===== config.mk =====
export PLATFORM = sky130hd
export DESIGN_NAME = pc_fetch_unit
export DESIGN_NICKNAME = d
export VERILOG_FILES = /design/src/rtl/pc_fetch_unit.sv
export SDC_FILE = /design/constraint.sdc
export NUM_CORES = 1
export LEC_CHECK = 0
export CAP_MARGIN = 30
export CORE_ASPECT_RATIO = 0.7
export CORE_MARGIN = 8
export CORE_UTILIZATION = 53
export CTS_BUF_LIST = sky130_fd_sc_hd__clkbuf_4 sky130_fd_sc_hd__clkbuf_8
export DETAILED_ROUTE_END_ITERATION = 7
export PLACE_DENSITY = 0.95
export RECOVER_POWER = 50
export SYNTH_ARGS = -nofsm -noshare
export SYNTH_HDL_FRONTEND = slang
export SYNTH_SLANG_ARGS = --single-unit

===== constraint.sdc =====
create_clock -name clk -period 4.7 [get_ports clk]
set_input_delay 0.94 -clock clk [delete_from_list [all_inputs] [get_ports clk]]
set_output_delay 0.94 -clock clk [all_outputs]
set_load 0.01 [all_outputs]

===== src/rtl/pc_fetch_unit.sv =====
// pc_fetch_unit
//   Program-counter / fetch sequencer sitting directly upstream of instruction
//   memory. It presents pc, takes the opcode/address decoded from RAM[pc] in
//   the same cycle, and selects the next pc: sequential, page-relative jump,
//   branch-if-zero, or halt.
//
// Ports
//   clk, rst_n        clock (rising edge), asynchronous active-low reset
//   opcode[2:0]       opcode decoded from RAM[pc]
//   address[4:0]      target field decoded from RAM[pc]
//   zero_flag         datapath zero flag, sampled at the clock edge
//   stall             hold pc, state and instr_count this cycle
//   resume            leave HALT (single-cycle pulse)
//   pc[7:0]           address presented to instruction memory (registered)
//   fetch_valid       pc/instruction pair is valid this cycle
//   halted            unit is in HALT
//   instr_count[15:0] retired instructions, saturating at 16'hFFFF
//
// Optional feature (macro PC_TRACE_EN)
//   Adds last_branch_src[7:0] (pc of the most recent taken JMP/BRZ) and
//   branch_taken_cnt[7:0] (wrapping count of taken JMP/BRZ). Both reset to 0.
//
// States
//   state | meaning
//   BOOT  | one cycle after reset release, pc held, no fetch
//   RUN   | fetching; an instruction retires on every edge without stall
//   HALT  | pc frozen at the HALT instruction until resume
module pc_fetch_unit #(
  parameter logic [7:0] RESET_VECTOR = 8'h00,
  parameter logic [2:0] OP_JMP       = 3'b110,
  parameter logic [2:0] OP_BRZ       = 3'b101,
  parameter logic [2:0] OP_HALT      = 3'b111
) (
  input  logic        clk,
  input  logic        rst_n,
  input  logic [2:0]  opcode,
  input  logic [4:0]  address,
  input  logic        zero_flag,
  input  logic        stall,
  input  logic        resume,
  output logic [7:0]  pc,
  output logic        fetch_valid,
  output logic        halted,
`ifdef PC_TRACE_EN
  output logic [7:0]  last_branch_src,
  output logic [7:0]  branch_taken_cnt,
`endif
  output logic [15:0] instr_count
);

  typedef enum logic [1:0] {
    BOOT = 2'd0,
    RUN  = 2'd1,
    HALT = 2'd2
  } state_t;

  state_t state;

  logic       branch_taken;
  logic [7:0] branch_target;
  logic [7:0] pc_inc;

  always_comb begin
    branch_taken  = (opcode == OP_JMP) || ((opcode == OP_BRZ) && zero_flag);
    // Targets stay on the current 32-entry page.
    branch_target = {pc[7:5], address};
    pc_inc        = pc + 8'd1;
  end

  always_ff @(posedge clk or negedge rst_n) begin
    if (!rst_n) begin
      state            <= BOOT;
      pc               <= RESET_VECTOR;
      fetch_valid      <= 1'b0;
      halted           <= 1'b0;
      instr_count      <= 16'd0;
`ifdef PC_TRACE_EN
      last_branch_src  <= 8'd0;
      branch_taken_cnt <= 8'd0;
`endif
    end else begin
      case (state)
        BOOT: begin
          state       <= RUN;
          fetch_valid <= 1'b1;
          halted      <= 1'b0;
        end

        RUN: begin
          if (!stall) begin
            if (instr_count != 16'hFFFF) begin
              instr_count <= instr_count + 16'd1;
            end
            if (branch_taken) begin
              pc <= branch_target;
`ifdef PC_TRACE_EN
              last_branch_src  <= pc;
              branch_taken_cnt <= branch_taken_cnt + 8'd1;
`endif
            end else if (opcode == OP_HALT) begin
              // HALT retires but pc stays on the HALT instruction.
              state       <= HALT;
              fetch_valid <= 1'b0;
              halted      <= 1'b1;
            end else begin
              pc <= pc_inc;
            end
          end
        end

        HALT: begin
          // stall takes priority over resume; a blocked resume is dropped.
          if (resume && !stall) begin
            pc          <= pc_inc;
            state       <= RUN;
            fetch_valid <= 1'b1;
            halted      <= 1'b0;
          end
        end

        default: begin
          state       <= BOOT;
          fetch_valid <= 1'b0;
          halted      <= 1'b0;
        end
      endcase
    end
  end

endmodule

After elaboration in Yosys (flattened, before gate mapping)
Cells that the tools add are included.

storage, ports and cells
  register bits after elaboration = 28
  bits of input ports = 13
  output and inout bits = 26
  logic and storage cells = 51

cells by class
  add/sub/neg operators = 2
  equal/unequal tests = 12
  multiplexer cells = 20
  bitwise gates (word level) = 1
  reductions and logical operators = 10

operators by type and width
  kind                                            number
  two-way mux 8 bit                               4
  adder 16 x 1 -> 16 bit (second input constant)  1
  != test 16 bit (second input constant)          1
  case mux 8 bit (2 select lines)                 1
  != test 2 bit (second input constant)           5
  == test 3 bit (second input constant)           3
  adder 8 x 1 -> 8 bit (second input constant)    1
  two-way mux 1 bit                               8
  two-way mux 2 bit                               4
  AND reduction 4 bit                             2
  case mux 2 bit (3 select lines)                 1
  AND reduction 5 bit                             1
  != test 3 bit (second input constant)           1
  case mux 1 bit (3 select lines)                 1
  AND reduction 3 bit                             1
  == test 2 x 1 -> 1 bit (second input constant)  1
  == test 2 bit (second input constant)           1
  logical AND 1 bit                               2
  zero test 2 bit                                 1
  case mux 1 bit (2 select lines)                 1
  nonzero test 2 bit                              1
  zero test 1 bit                                 1
  logical OR 1 bit                                1
  NOT 1 bit                                       1

Depth between registers and ports, before layout
  depth after elaboration = 6
  depth in mapped cells = 5
  depth with buffers taken out = 5

Worst setup path after synthesis
No wires, ideal clock.

  path type = input-to-reg
  from = input stall
  to = register instr_count[7]
  library setup time = 126 ps
  arrival time = 2083 ps
  data required time = 4574 ps
  slack = 2491 ps
  stages on the path = 3
  buffers on the path = 0
  cells stage by stage = or3b_4 or3_4 o32a_1

on the way
  longest elaborated chain between the ends = 2

ends and longest elaborated chain
  item                                  RTL line  source
  start, declared                       39        input logic stall,
  NOT 1 bit (no source line)            n/a
  AND reduction 3 bit (no source line)  n/a
  end signal, assigned                  92        instr_count <= instr_count + 16'd1;
  end, declared                         48        output logic [15:0] instr_count

No other way between the ends.
A chain may end at the register's enable or synchronous reset.

Worst setup path in the final report
  from = input stall
  to = register pc[7]

on the way
  longest elaborated chain between the ends = 4
  elaborated cells on any way between the ends = 5
  classes of those cells = eq/ne: 2; reduce/logical: 3

ends and longest elaborated chain
  item                                    RTL line  source
  zero test 1 bit                         113       if (resume && !stall) begin
  logical AND 1 bit                       113
  != test 2 bit (no source line)          n/a
  AND reduction 5 bit (no source line) *  n/a
  end signal, assigned                    95        pc <= branch_target;
  end signal, assigned                    106       pc <= pc_inc;
  end signal, assigned                    114       pc <= pc_inc;
  end, declared                           41        output logic [7:0] pc,

Mark *: on every way between the ends. The rest lies on a longest branch, timed or not.

==> impl_metrics.tcl <==
set metrics [dict create \
    outcome "finished, final reports clean" \
    grt_max_degree 16 \
    startpoint_type "input pin" \
    dr.pass1.iters 5 \
    start_util_pct 56.6 \
    grt_pass1_vias 1256 \
    yosys-top-cells-area "dfrtp_1 46%, xnor2_1 5.5%, nand3_1 3.2%" \
    hold_violations 0 \
    endpoint_kind "register" \
    synth.cell_area_um2 1420 \
    cts_tree "built" \
    required_ps 4860 \
    cts_buffer_depth 2 \
    die_w_um 77.9 \
    num-nets-final 191 \
    layout_common_cells "27 x clkdlybuf4s50_1, 26 x dfrtp_1, 11 x nand2_1, 11 x dlygate4sd3_1" \
    cp_cell_sequence "dlygate4sd3_1, nor3b_1, o2bb2ai_1, o2111ai_1, xnor2_1" \
    yosysTopAreaCell "dfrtp_1" \
    finish.instance_area_um2 1910 \
    tightest_slew_ps 848 \
    routed_wl_mm 3.83 \
    grt_pass1_wl_mm 6.18 \
    first_iter_violations 124 \
    instances_no_fill 209 \
    die_h_um 59.3 \
    synth_cell_type_count 42 \
    final_common_cell "clkdlybuf4s50_1" \
    min_period_ps 2810 \
    clkLatencyLatePin_ps 270 \
    tns_ps 0 \
    core-area_um2 2510 \
    dpl-instance-area_um2 1850 \
    antenna_found_initial 0 \
    cp_slowest_cell "dlygate4sd3_1" \
    wl_per_cell_um 18.3 \
    row_count 15 \
    num_vias 1301 \
    reg2reg_slack_ps 2720 \
    cts_hold_buf 0 \
    cp.arrival_ps 2970 \
    die_area_um2 4620 \
    cts.reportedPaths.clkPinSlew_ps 90 \
    synth.avg_cell_area_um2 10.6 \
    fillCellCount 159 \
    cts-buffers-inserted 3 \
    cts.repair.resized 0 \
    yosysWarningCount 0 \
    slew_headroom_pct 43.5 \
    setup_viol 0 \
    syn_to_final_growth_pct 34.0 \
    syn_inst 134 \
    synth_seq_cells 26 \
    globalRouteTotalUtil_pct 16.7 \
    period_share_pct 59.8 \
    ys_seq_area_share_pct 45.7 \
    io_pins 39 \
    path_max_fanout 14 \
    gp_congestion 0.868 \
    synth_top_area_share_pct 45.7 \
    cpPeakStageDelay_ps 600 \
    n_antenna_cell 0 \
    critPathKind "in2reg" \
    fmax_mhz 356 \
    portBuffers 38 \
    clock_skew_ps 10.9 \
    dp.cells 205 \
    dp_slack_ps 1820 \
    synth_edf_count 0 \
    root_buffer "clkbuf_8" \
    clock_sinks 26 \
    cap_violations 0 \
    async_reset_ff_share_pct 100 \
    rsz0062_at_grt "false" \
    leakagePower_nw 0.783 \
    slew_viol_final 0 \
    powerDensity_nw_per_um2 464 \
    drive_above_1_share_pct 6.86 \
    peakVddDrop_mv 0.329 \
    final_antenna_net_count 0 \
    post-dp-hpwl_mm 2.93 \
    worstHoldPathType "reg2reg" \
    remaining_drc_errors 0 \
    reg2regPathDepth 4 \
    grt-ovfl-total 0 \
    syn-num-nets 149 \
    holdPathStages 1 \
    worst_slack_ps 1890 \
    via_per_inst 6.22 \
    cts_setup_buffers 0 \
    cts_max_level 1 \
    synth-main-ff-cell "dfrtp_1" \
]
==> cell usage after synthesis, drive strengths merged, types with 4 or more instances <==
cell	instances
a21boi	4
a21oi	6
and2	5
and3	4
dfrtp	26
mux2i	4
nand2	11
nand3	9
nand4	5
nor2	6
xnor2	9
==> metal layers <==
| layer | global-route usage (%) | vias to the layer above | share of wire (%) |
|---|---|---|---|
| met5 | 0 | - | 0 |
| met4 | 3.15 | 0 | 1.2 |
| met3 | 5.15 | 10 | 8.6 |
| met2 | 28.4 | 75 | 50 |
| met1 | 20.7 | 627 | 40 |
| li1 | - | 589 | - |
==> final cells by class <==
class / count / area (um2) / share of cell area, %
multi-input cells: 104 / 751 / 39.4
flip-flops and latches: 26 / 651 / 34.1
repair buffers: 39 / 384 / 20.1
well taps: 34 / 42.5 / 2.23
clock buffers: 3 / 41.3 / 2.17
clock inverters: 1 / 30.0 / 1.57
inverters: 2 / 7.51 / 0.394
==> state kept, by name (all words and copies together), names as in the netlist <==
name,count
instr_count,16
pc,8
fetch_valid,1
halted,1
==> metrics by stage <==
step           total power [mW]  util [%]  hold slack (ps)
4_1_cts                   0.899      76.5              490
6_report                  0.886      75.8              478
3_5_place_dp              0.713      73.6              473
5_1_grt                   0.937      75.8              501
2_1_floorplan             0.520         -              508
3_3_place_gp              0.690      73.0              465
==> path summary, 6_finish.rpt <==
check	startpoint	endpoint
max	stall	pc[7]$_DFFE_PN0P_
max reg2reg	halted$_DFFE_PN0P_	pc[7]$_DFFE_PN0P_
min in group asynchronous	rst_n	instr_count[8]$_DFFE_PN0P_
min reg2reg	pc[7]$_DFFE_PN0P_	pc[7]$_DFFE_PN0P_
min	pc[7]$_DFFE_PN0P_	pc[7]$_DFFE_PN0P_
max in group asynchronous	rst_n	pc[1]$_DFFE_PN0P_
==> power breakdown <==
group	switching [mW]	internal [mW]	total, mW
sequential	0.0843	0.285	0.369
combinational	0.151	0.184	0.335
clock	0.0679	0.114	0.182
total	0.303	0.583	0.886
==> critical path, delay by kind of cell <==
family,cells,cell delay [ps]
buffers and inverters,1,600
and+or+nand+nor,1,490
xor gates and xnor gates,1,190
AOI/OAI and AO/OA,2,750
==> cell families (layout without fill, tap and decap cells) <==
| logic type | Yosys count | count (layout) | synth area share, % |
|---|---|---|---|
| buffers and inverters | 4 | 45 | 1.14 |
| flip-flops | 26 | 26 | 45.7 |
| adder cells (fa/ha/maj) | 2 | 2 | 1.76 |
| AO/OA/AOI/OAI | 29 | 29 | 15.3 |
| multiplexers | 6 | 6 | 4.40 |
| XOR/XNOR | 12 | 12 | 7.39 |
| AND/OR/NAND/NOR | 55 | 55 | 24.3 |
Power figures use the tool's default switching activity.
